===== config.mk =====
export PLATFORM = sky130hd
export DESIGN_NAME = dcache_arbiter
export DESIGN_NICKNAME = d
export VERILOG_FILES = /design/src/rtl/dcache_arbiter_pkg.sv /design/src/rtl/dcache_arbiter.sv
export SDC_FILE = /design/constraint.sdc
export NUM_CORES = 1
export LEC_CHECK = 0
export BUFFER_PORTS_ARGS = -buffer_cell sky130_fd_sc_hd__buf_2
export CAP_MARGIN = 10
export CORE_MARGIN = 3
export CORE_UTILIZATION = 35
export DETAILED_ROUTE_END_ITERATION = 10
export PLACE_DENSITY = 0.77
export SLEW_MARGIN = 25
export SYNTH_ARGS = -nofsm -noshare
export SYNTH_HDL_FRONTEND = slang
export SYNTH_SLANG_ARGS = --single-unit

===== constraint.sdc =====
create_clock -name clk -period 1.9 [get_ports clk]
set_input_delay 0.38 -clock clk [delete_from_list [all_inputs] [get_ports clk]]
set_output_delay 0.38 -clock clk [all_outputs]
set_load 0.01 [all_outputs]

===== src/rtl/dcache_arbiter_pkg.sv =====
// Shared defines for the data-cache port arbiter: widths, address mask, FSM encoding,
// byte-mask constants and the grant-selection helper.
`ifndef Addr_Width
`define Addr_Width 32
`endif
`ifndef Data_Width
`define Data_Width 32
`endif
`ifndef Addr_Mask
`define Addr_Mask 32'hFFFF_FFFC
`endif

package dcache_arbiter_pkg;

    localparam logic [2:0] S_IDLE  = 3'd0;
    localparam logic [2:0] S_STORE = 3'd1;
    localparam logic [2:0] S_LOAD  = 3'd2;
    localparam logic [2:0] S_PREF  = 3'd3;
    localparam logic [2:0] S_RESP  = 3'd4;

    localparam logic [3:0] MASK_NONE = 4'h0;
    localparam logic [3:0] MASK_FULL = 4'hF;

    // Store beats load unless the store burst has run out while a load waits.
    function automatic logic [2:0] arb_select(input logic st_req,
                                              input logic ld_req,
                                              input logic pf_ok,
                                              input logic burst_full);
        if (ld_req && burst_full) return S_LOAD;
        if (st_req)               return S_STORE;
        if (ld_req)               return S_LOAD;
        if (pf_ok)                return S_PREF;
        return S_IDLE;
    endfunction

endpackage


===== src/rtl/dcache_arbiter.sv =====
// Single-port data-cache arbiter between committed stores, loads and prefetch hints.
// Optional prefetch path enabled by defining DCACHE_ARB_PREFETCH_EN.
`ifndef Addr_Width
`define Addr_Width 32
`endif
`ifndef Data_Width
`define Data_Width 32
`endif
`ifndef Addr_Mask
`define Addr_Mask 32'hFFFF_FFFC
`endif

module dcache_arbiter
    import dcache_arbiter_pkg::*;
#(
    parameter int unsigned STORE_BURST_MAX = 4
) (
    input  logic                   clk,
    input  logic                   rst,
    input  logic                   ld_req,
    input  logic [`Addr_Width-1:0] ld_addr,
    output logic                   ld_done,
    output logic [`Data_Width-1:0] ld_data,
    input  logic                   st_req,
    input  logic [`Addr_Width-1:0] st_addr,
    input  logic [`Data_Width-1:0] st_data,
    input  logic [3:0]             st_mask,
    output logic                   st_done,
    input  logic                   pf_valid,
    input  logic [`Addr_Width-1:0] pf_addr,
    output logic                   mem_req,
    output logic                   mem_we,
    output logic [`Addr_Width-1:0] mem_addr,
    output logic [`Data_Width-1:0] mem_wdata,
    output logic [3:0]             mem_wmask,
    input  logic                   mem_ack,
    input  logic [`Data_Width-1:0] mem_rdata
);

    logic [2:0]             state;
    logic [2:0]             next_grant;
    logic [3:0]             burst_cnt;
    logic                   burst_full;
    logic                   pf_ok;
    logic [`Addr_Width-1:0] pf_addr_sel;
    logic                   idle;

    assign idle       = (state == S_IDLE);
    assign burst_full = (burst_cnt == 4'(STORE_BURST_MAX));
    assign mem_req    = (state == S_STORE) || (state == S_LOAD) || (state == S_PREF);
    assign mem_we     = (state == S_STORE);

    always_comb begin
        next_grant = arb_select(st_req, ld_req, pf_ok, burst_full);
    end

`ifdef DCACHE_ARB_PREFETCH_EN
    logic                   pf_pend;
    logic [`Addr_Width-1:0] pf_addr_q;
    logic                   pf_hit_ld;

    // A pending hint that the waiting load already covers is useless traffic.
    assign pf_hit_ld   = pf_pend && ld_req &&
                         ((pf_addr_q & `Addr_Mask) == (ld_addr & `Addr_Mask));
    assign pf_ok       = pf_pend && !pf_hit_ld;
    assign pf_addr_sel = pf_addr_q;

    always_ff @(posedge clk) begin
        if (rst) begin
            pf_pend   <= 1'b0;
            pf_addr_q <= '0;
        end else if (pf_valid) begin
            pf_pend   <= 1'b1;
            pf_addr_q <= pf_addr;
        end else if (pf_hit_ld || (idle && next_grant == S_PREF)) begin
            pf_pend   <= 1'b0;
        end
    end
`else
    logic unused_pf;
    assign unused_pf   = ^{pf_valid, pf_addr};
    assign pf_ok       = 1'b0;
    assign pf_addr_sel = '0;
`endif

    always_ff @(posedge clk) begin
        if (rst) begin
            burst_cnt <= '0;
        end else if (!ld_req) begin
            burst_cnt <= '0;
        end else if (idle && next_grant == S_STORE) begin
            if (!burst_full) burst_cnt <= burst_cnt + 4'd1;
        end else if (idle && next_grant == S_LOAD) begin
            burst_cnt <= '0;
        end
    end

    always_ff @(posedge clk) begin
        if (rst) begin
            state     <= S_IDLE;
            ld_done   <= 1'b0;
            st_done   <= 1'b0;
            ld_data   <= '0;
            mem_addr  <= '0;
            mem_wdata <= '0;
            mem_wmask <= MASK_NONE;
        end else begin
            ld_done <= 1'b0;
            st_done <= 1'b0;
            case (state)
                S_IDLE: begin
                    state <= next_grant;
                    case (next_grant)
                        S_STORE: begin
                            mem_addr  <= st_addr & `Addr_Mask;
                            mem_wdata <= st_data;
                            mem_wmask <= st_mask;
                        end
                        S_LOAD: begin
                            mem_addr  <= ld_addr & `Addr_Mask;
                            mem_wdata <= '0;
                            mem_wmask <= MASK_NONE;
                        end
                        S_PREF: begin
                            mem_addr  <= pf_addr_sel & `Addr_Mask;
                            mem_wdata <= '0;
                            mem_wmask <= MASK_NONE;
                        end
                        default: ;
                    endcase
                end
                // Done pulses are registered on the ack edge so they appear during RESP.
                S_STORE, S_LOAD, S_PREF: begin
                    if (mem_ack) begin
                        state <= S_RESP;
                        if (state == S_LOAD) begin
                            ld_data <= mem_rdata;
                            ld_done <= 1'b1;
                        end
                        if (state == S_STORE) st_done <= 1'b1;
                    end
                end
                S_RESP:  state <= S_IDLE;
                default: state <= S_IDLE;
            endcase
        end
    end

endmodule


==> results.sh, run 1 <==
export IMPL_gp_congestion=0.776
export IMPL_drt_initial_drc_count=322
export IMPL_criticalPathCategory="flop to flop"
export IMPL_switchingPower_mw=1.45
export IMPL_rsz0062_at_grt="no"
export IMPL_dp_cells=897
export IMPL_h_tree_depth=3
export IMPL_mostFrequentLayoutCells="buf_2 (233), dfxtp_1 (106), a21oi_1 (101)"
export IMPL_initial_core_util_pct=36.1
export IMPL_sequentialPowerShare_pct=46.3
export IMPL_clock_sinks=107
export IMPL_slew_viol_final=0
export IMPL_ys_warn_count=0
export IMPL_synth_cell_types=38
export IMPL_clk_pin_slew_ns=0.07
export IMPL_end_kind="flop"
export IMPL_p_int_mw=3.89
export IMPL_die_w_um=121
export IMPL_numPortBuffers=234
export IMPL_wl_per_cell_um=14.3
export IMPL_powerDensity_nw_per_um2=865
export IMPL_dpl_hpwl_mm=9.00
export IMPL_cp_slowest_cell="dfxtp_1"
export IMPL_vias_per_cell=5.10
export IMPL_n_antenna_cell=0
export IMPL_combinationalPowerShare_pct=17.9
export IMPL_grt_overflow=0
export IMPL_hold_ws_ns=0.264
export IMPL_post_dp_cell_area_um2=5870
export IMPL_first_pass_iters=4
export IMPL_clockRootBuffer="clkbuf_16"
export IMPL_synth_top_area_share_pct=46.6
export IMPL_final_area_um2=6170
export IMPL_max_stage_delay_ns=0.34
export IMPL_p_total_mw=5.34
export IMPL_pwr_share_clk_pct=35.8
export IMPL_cp_startpoint="burst_cnt[0]"
export IMPL_setup_tns_ns=0
export IMPL_report_final_hold_viol_count=0
export IMPL_drive_gt1_share_pct=37.0
export IMPL_ys_seq_area_share_pct=46.6
export IMPL_track_usage_pct=17.2
export IMPL_min_delay_start="mem_rdata[19]"
export IMPL_fin_crit_sh_pct=90.5
export IMPL_row_count=41
export IMPL_max_freq_mhz=582
export IMPL_first_global_vias=4229
export IMPL_routed_wl_mm=13.1
export IMPL_drc=0
export IMPL_final_nets=908
export IMPL_cts_buffer_depth=2
export IMPL_synth_largest_area_cell="dfxtp_1"
export IMPL_synth_edf_count=0
export IMPL_avgSynthCellArea_um2=8.56
export IMPL_switching_share_pct=27.1
export IMPL_clock_skew_ns=0.00692
export IMPL_peakVddDrop_mv=0.485
export IMPL_clkLatencyLatePin_ns=0.34
export IMPL_final_util_pct=48.5
export IMPL_path_delay_family="compound AO/OA/AOI/OAI gates"
export IMPL_drv_cap=0
export IMPL_synth_area_leaders="dfxtp_1 (47%), a21oi_1 (11%), nand3_1 (7.4%)"
export IMPL_relSlewSlack_pct=60.8
export IMPL_die_height_um=121
export IMPL_coreArea_um2=12700
export IMPL_final_min_clock_period_ns=1.72
export IMPL_syn_to_final_growth_pct=34.3
export IMPL_syn_inst=537
export IMPL_p_leak_nw=2.78
export IMPL_setup_viol=0
export IMPL_startpoint_type="flop"
export IMPL_numCtsBuffers=9
export IMPL_reg2reg_from="burst_cnt[0]"
export IMPL_fin_ws_ns=0.180
export IMPL_arrival_ns=1.96
export IMPL_ys_ff_latch=107
export IMPL_antenna_found_initial=0
export IMPL_cts_tree="done"
export IMPL_die_area_um2=14500
export IMPL_post_place_ws_ns=0.196
export IMPL_layout_commonest_cell="buf_2"
export IMPL_path_buf_inv=2
export IMPL_netlist_area_um2=4600
export IMPL_io_pins=274
export IMPL_cts_setup_buffers=0
export IMPL_required_ns=2.15
export IMPL_vias=4653
export IMPL_stdcell_count=913
export IMPL_status="finished clean"
export IMPL_crit_fanout=51
export IMPL_grt_pass1_wl_mm=20.4
export IMPL_async_flop_share_pct=0
export IMPL_path_cells="inv_1, ha_1, nand4b_1, buf_12, a21bo_1, a311oi_1"
export IMPL_antenna_left=0
export IMPL_ys_flop_type="dfxtp_1"
export IMPL_worst_slew_pin_slew_ns=0.588
export IMPL_grt_max_degree=65
export IMPL_hp_class="input port to flop"
==> state kept, by name (all words and copies together) (netlist names) <==
| name | cells |
|---|---|
| ld_done | 1 |
| st_done | 1 |
| mem_wdata | 32 |
| mem_addr | 30 |
| state | 3 |
| burst_cnt | 4 |
| mem_wmask | 4 |
| ld_data | 32 |
==> final cells by class <==
cell class                      count  area, um^2
Fill cell                        1264        6550
Timing Repair Buffer              248        1370
Clock buffer                       11         243
Tap cell                          172         215
Inverter                            2        7.51
Multi-Input combinational cell    368        2140
Sequential cell                   107        2140
Clock inverter                      5        60.1
==> synth_stat cells (2+ instances only) <==
master    instances
clkbuf_1         20
buf_4             4
clkbuf_2          2
nand2b_1          3
a21oi_1         101
nand2_1          67
a21bo_1          29
buf_6             5
nand4b_1          4
dfxtp_1         107
ha_1              2
o21ai_0          35
nand3_1          68
o21ai_1           3
buf_2            30
nor2_1            5
a311oi_1         30
inv_1             2
==> timing repair <==
action / in CTS / in global routing
resized for setup: 0 / 1
hold buffers: 0 / 0
endpoints found under the setup margin: 0 / 1
==> tightest hold or removal path, cell delays in order <==
cell and delay (ns):
buf_2 0.10, nand2_1 0.04, a21oi_1 0.05
==> per-layer routing <==
metal	share of wire, %	vias up	global-route usage, %
met1	41	2111	20.7
met4	1.8	0	6.59
met5	0	-	0
met3	9.1	20	5.19
met2	48	201	29.0
li1	-	2321	-
==> kinds of logic (layout without fill, tap and decap cells) <==
| group | count (synthesis) | after routing | share of synthesized area, % |
|---|---|---|---|
| adder cells (fa/ha/maj) | 2 | 2 | 0.544 |
| AND/OR/NAND/NOR | 159 | 159 | 17.2 |
| other | 1 | 2 | 0.0816 |
| flip-flops | 107 | 107 | 46.6 |
| buffers and inverters | 63 | 266 | 7.16 |
| XOR/XNOR | 1 | 1 | 0.191 |
| AO/OA/AOI/OAI | 204 | 204 | 28.2 |
==> power groups by stage <==
stage / registers [mW] / logic, mW / clock network [mW]
floorplan: 2.60 / 0.472 / 0
global placement: 2.52 / 0.955 / 0
detailed placement: 2.52 / 0.968 / 0
CTS: 2.47 / 0.968 / 1.97
global route: 2.49 / 1.06 / 2.04
finish: 2.47 / 0.954 / 1.91
==> path summary, 6_finish.rpt <==
kind,endpoint,slack [ns],cells after the start
max,mem_addr[21],0.18,6
max reg2reg,mem_addr[21],0.18,6
min reg2reg,ld_data[19],0.45,2
min,ld_data[19],0.26,3
(Power assumes the default switching activity.)
==> run 2: changes to the inputs <==
- CELL_PAD_IN_SITES_DETAIL_PLACEMENT: unset -> 1
- CELL_PAD_IN_SITES_GLOBAL_PLACEMENT: unset -> 1
- CORE_UTILIZATION: 35 -> 30
- PLACE_DENSITY: 0.77 -> 0.9
==> run 2 against run 1 <==
  * Non-clock buffer count grew 1
  * Setup slack gained 0.028 ns
  * Sequential power is essentially flat
  * Fmax grew 1.7%
  * Critical path depth shrank 4
  * Clock power grew 7%
  * Worst hold slack gained 0.00071 ns
  * Cell area grew 0.75%
  * First-iteration DRC count shrank 62%
  * Combinational power grew 2%
  * Highest routed layer unchanged
==> results.sh, run 2 (same netlist as run 1, synthesis figures left out) <==
export IMPL_arrival_ns=1.31
export IMPL_p_int_mw=4.00
export IMPL_grt_overflow=0
export IMPL_h_tree_depth=3
export IMPL_numPortBuffers=234
export IMPL_syn_to_final_growth_pct=35.3
export IMPL_clock_skew_ns=0.00498
export IMPL_dpl_hpwl_mm=10.7
export IMPL_startpoint_type="flop"
export IMPL_first_pass_iters=4
export IMPL_max_freq_mhz=591
export IMPL_reg_top3="ld_data (32), mem_wdata (32), mem_addr (30)"
export IMPL_sequentialPowerShare_pct=45.1
export IMPL_final_util_pct=42.1
export IMPL_switching_share_pct=27.3
export IMPL_slew_viol_final=0
export IMPL_initial_core_util_pct=31.1
export IMPL_drive_gt1_share_pct=37.2
export IMPL_numCtsBuffers=9
export IMPL_drc=0
export IMPL_crit_fanout=11
export IMPL_pwr_share_clk_pct=37.2
export IMPL_setup_tns_ns=0
export IMPL_setup_viol=0
export IMPL_track_usage_pct=16.6
export IMPL_criticalPathCategory="flop to output port"
export IMPL_n_antenna_cell=0
export IMPL_mostFrequentLayoutCells="buf_2 (233), dfxtp_1 (106), a21oi_1 (101)"
export IMPL_routed_wl_mm=14.8
export IMPL_die_w_um=130
export IMPL_final_min_clock_period_ns=1.69
export IMPL_antenna_left=0
export IMPL_rsz0062_at_grt="no"
export IMPL_drt_initial_drc_count=123
export IMPL_clkLatencyLatePin_ns=0.34
export IMPL_end_kind="output port"
export IMPL_vias=4695
export IMPL_fin_ws_ns=0.208
export IMPL_layout_commonest_cell="buf_2"
export IMPL_status="finished clean"
export IMPL_wl_per_cell_um=16.0
export IMPL_nFillCells=1837
export IMPL_p_total_mw=5.50
export IMPL_grt_max_degree=62
export IMPL_gp_congestion=0.747
export IMPL_cts_hold_buf=0
export IMPL_switchingPower_mw=1.50
export IMPL_hp_class="input port to flop"
export IMPL_die_area_um2=16800
export IMPL_first_global_vias=4650
export IMPL_vias_per_cell=5.07
export IMPL_clock_sinks=107
export IMPL_cts_buffer_depth=2
export IMPL_post_place_ws_ns=0.202
export IMPL_final_nets=909
export IMPL_p_leak_nw=2.79
export IMPL_drv_cap=0
export IMPL_stdcell_count=926
export IMPL_required_ns=1.52
export IMPL_powerDensity_nw_per_um2=884
export IMPL_clk_pin_slew_ns=0.07
export IMPL_io_pins=274
export IMPL_grt_pass1_wl_mm=22.7
export IMPL_dp_cells=910
export IMPL_fin_crit_sh_pct=89.0
export IMPL_peakVddDrop_mv=0.449
export IMPL_antenna_found_initial=0
export IMPL_clockRootBuffer="clkbuf_16"
export IMPL_report_final_hold_viol_count=0
export IMPL_die_height_um=130
export IMPL_row_count=44
export IMPL_combinationalPowerShare_pct=17.7
export IMPL_cts_tree="done"
export IMPL_coreArea_um2=14800
-- run 2: changes by cell type in the layout (fill, tap and decap cells not counted), sizes merged --
cell    delta
clkbuf     -2
clkinv     +2
buf        +1
bufinv     +1
inv        -1
-- run 2: power groups by stage --
stage	Clock, mW	Combinational, mW	Sequential [mW]
finish	2.05	0.973	2.48
global route	2.19	1.08	2.50
CTS	2.11	0.991	2.48
detailed placement	0	0.991	2.53
global placement	0	0.967	2.52
floorplan	0	0.472	2.60
-- run 2: cell type report --
class	count	area (um^2)	area share, %
Clock inverter	7	101	1.63
Sequential cell	107	2140	34.5
Tap cell	184	230	3.70
Clock buffer	9	225	3.62
Timing Repair Buffer	249	1370	22.1
Inverter	2	7.51	0.121
Multi-Input combinational cell	368	2140	34.4
-- run 2: worst max-delay path, cell delays in order, from the launching register on --
cell and delay, ns:
dfxtp_1 0.45, nor3b_1 0.32, buf_2 0.20
-- run 2: final timing paths --
check	cells after the start	from	slack (ns)	endpoint
max reg2reg	6	burst_cnt[0]	0.23	mem_addr[23]
max	2	state[2]	0.21	mem_we
min reg2reg	2	ld_data[19]	0.45	ld_data[19]
min	3	mem_rdata[13]	0.26	ld_data[13]
-- run 2: timing repair --
item,CTS,global route
setup endpoints to repair,0,1
hold endpoints to repair,0,0
setup buffers,0,0
gates resized for setup,0,1
-- run 2: per-stage QoR --
| stage | hold WS, ns | area [um^2] |
|---|---|---|
| 6_report | 0.264 | 6220 |
| 5_1_grt | 0.249 | 6220 |
| 4_1_cts | 0.248 | 6220 |
| 3_5_place_dp | 0.443 | 5890 |
| 3_3_place_gp | 0.439 | 5890 |
| 2_1_floorplan | 0.467 | 4600 |
-- run 2: per-layer routing --
metal / global-route usage [%] / vias up / wire length, um
met4: 4.52 / 0 / 187
met1: 18.5 / 2216 / 5920
met5: 0 / - / 0
li1: - / 2322 / -
met2: 31.0 / 142 / 7780
met3: 4.46 / 15 / 938
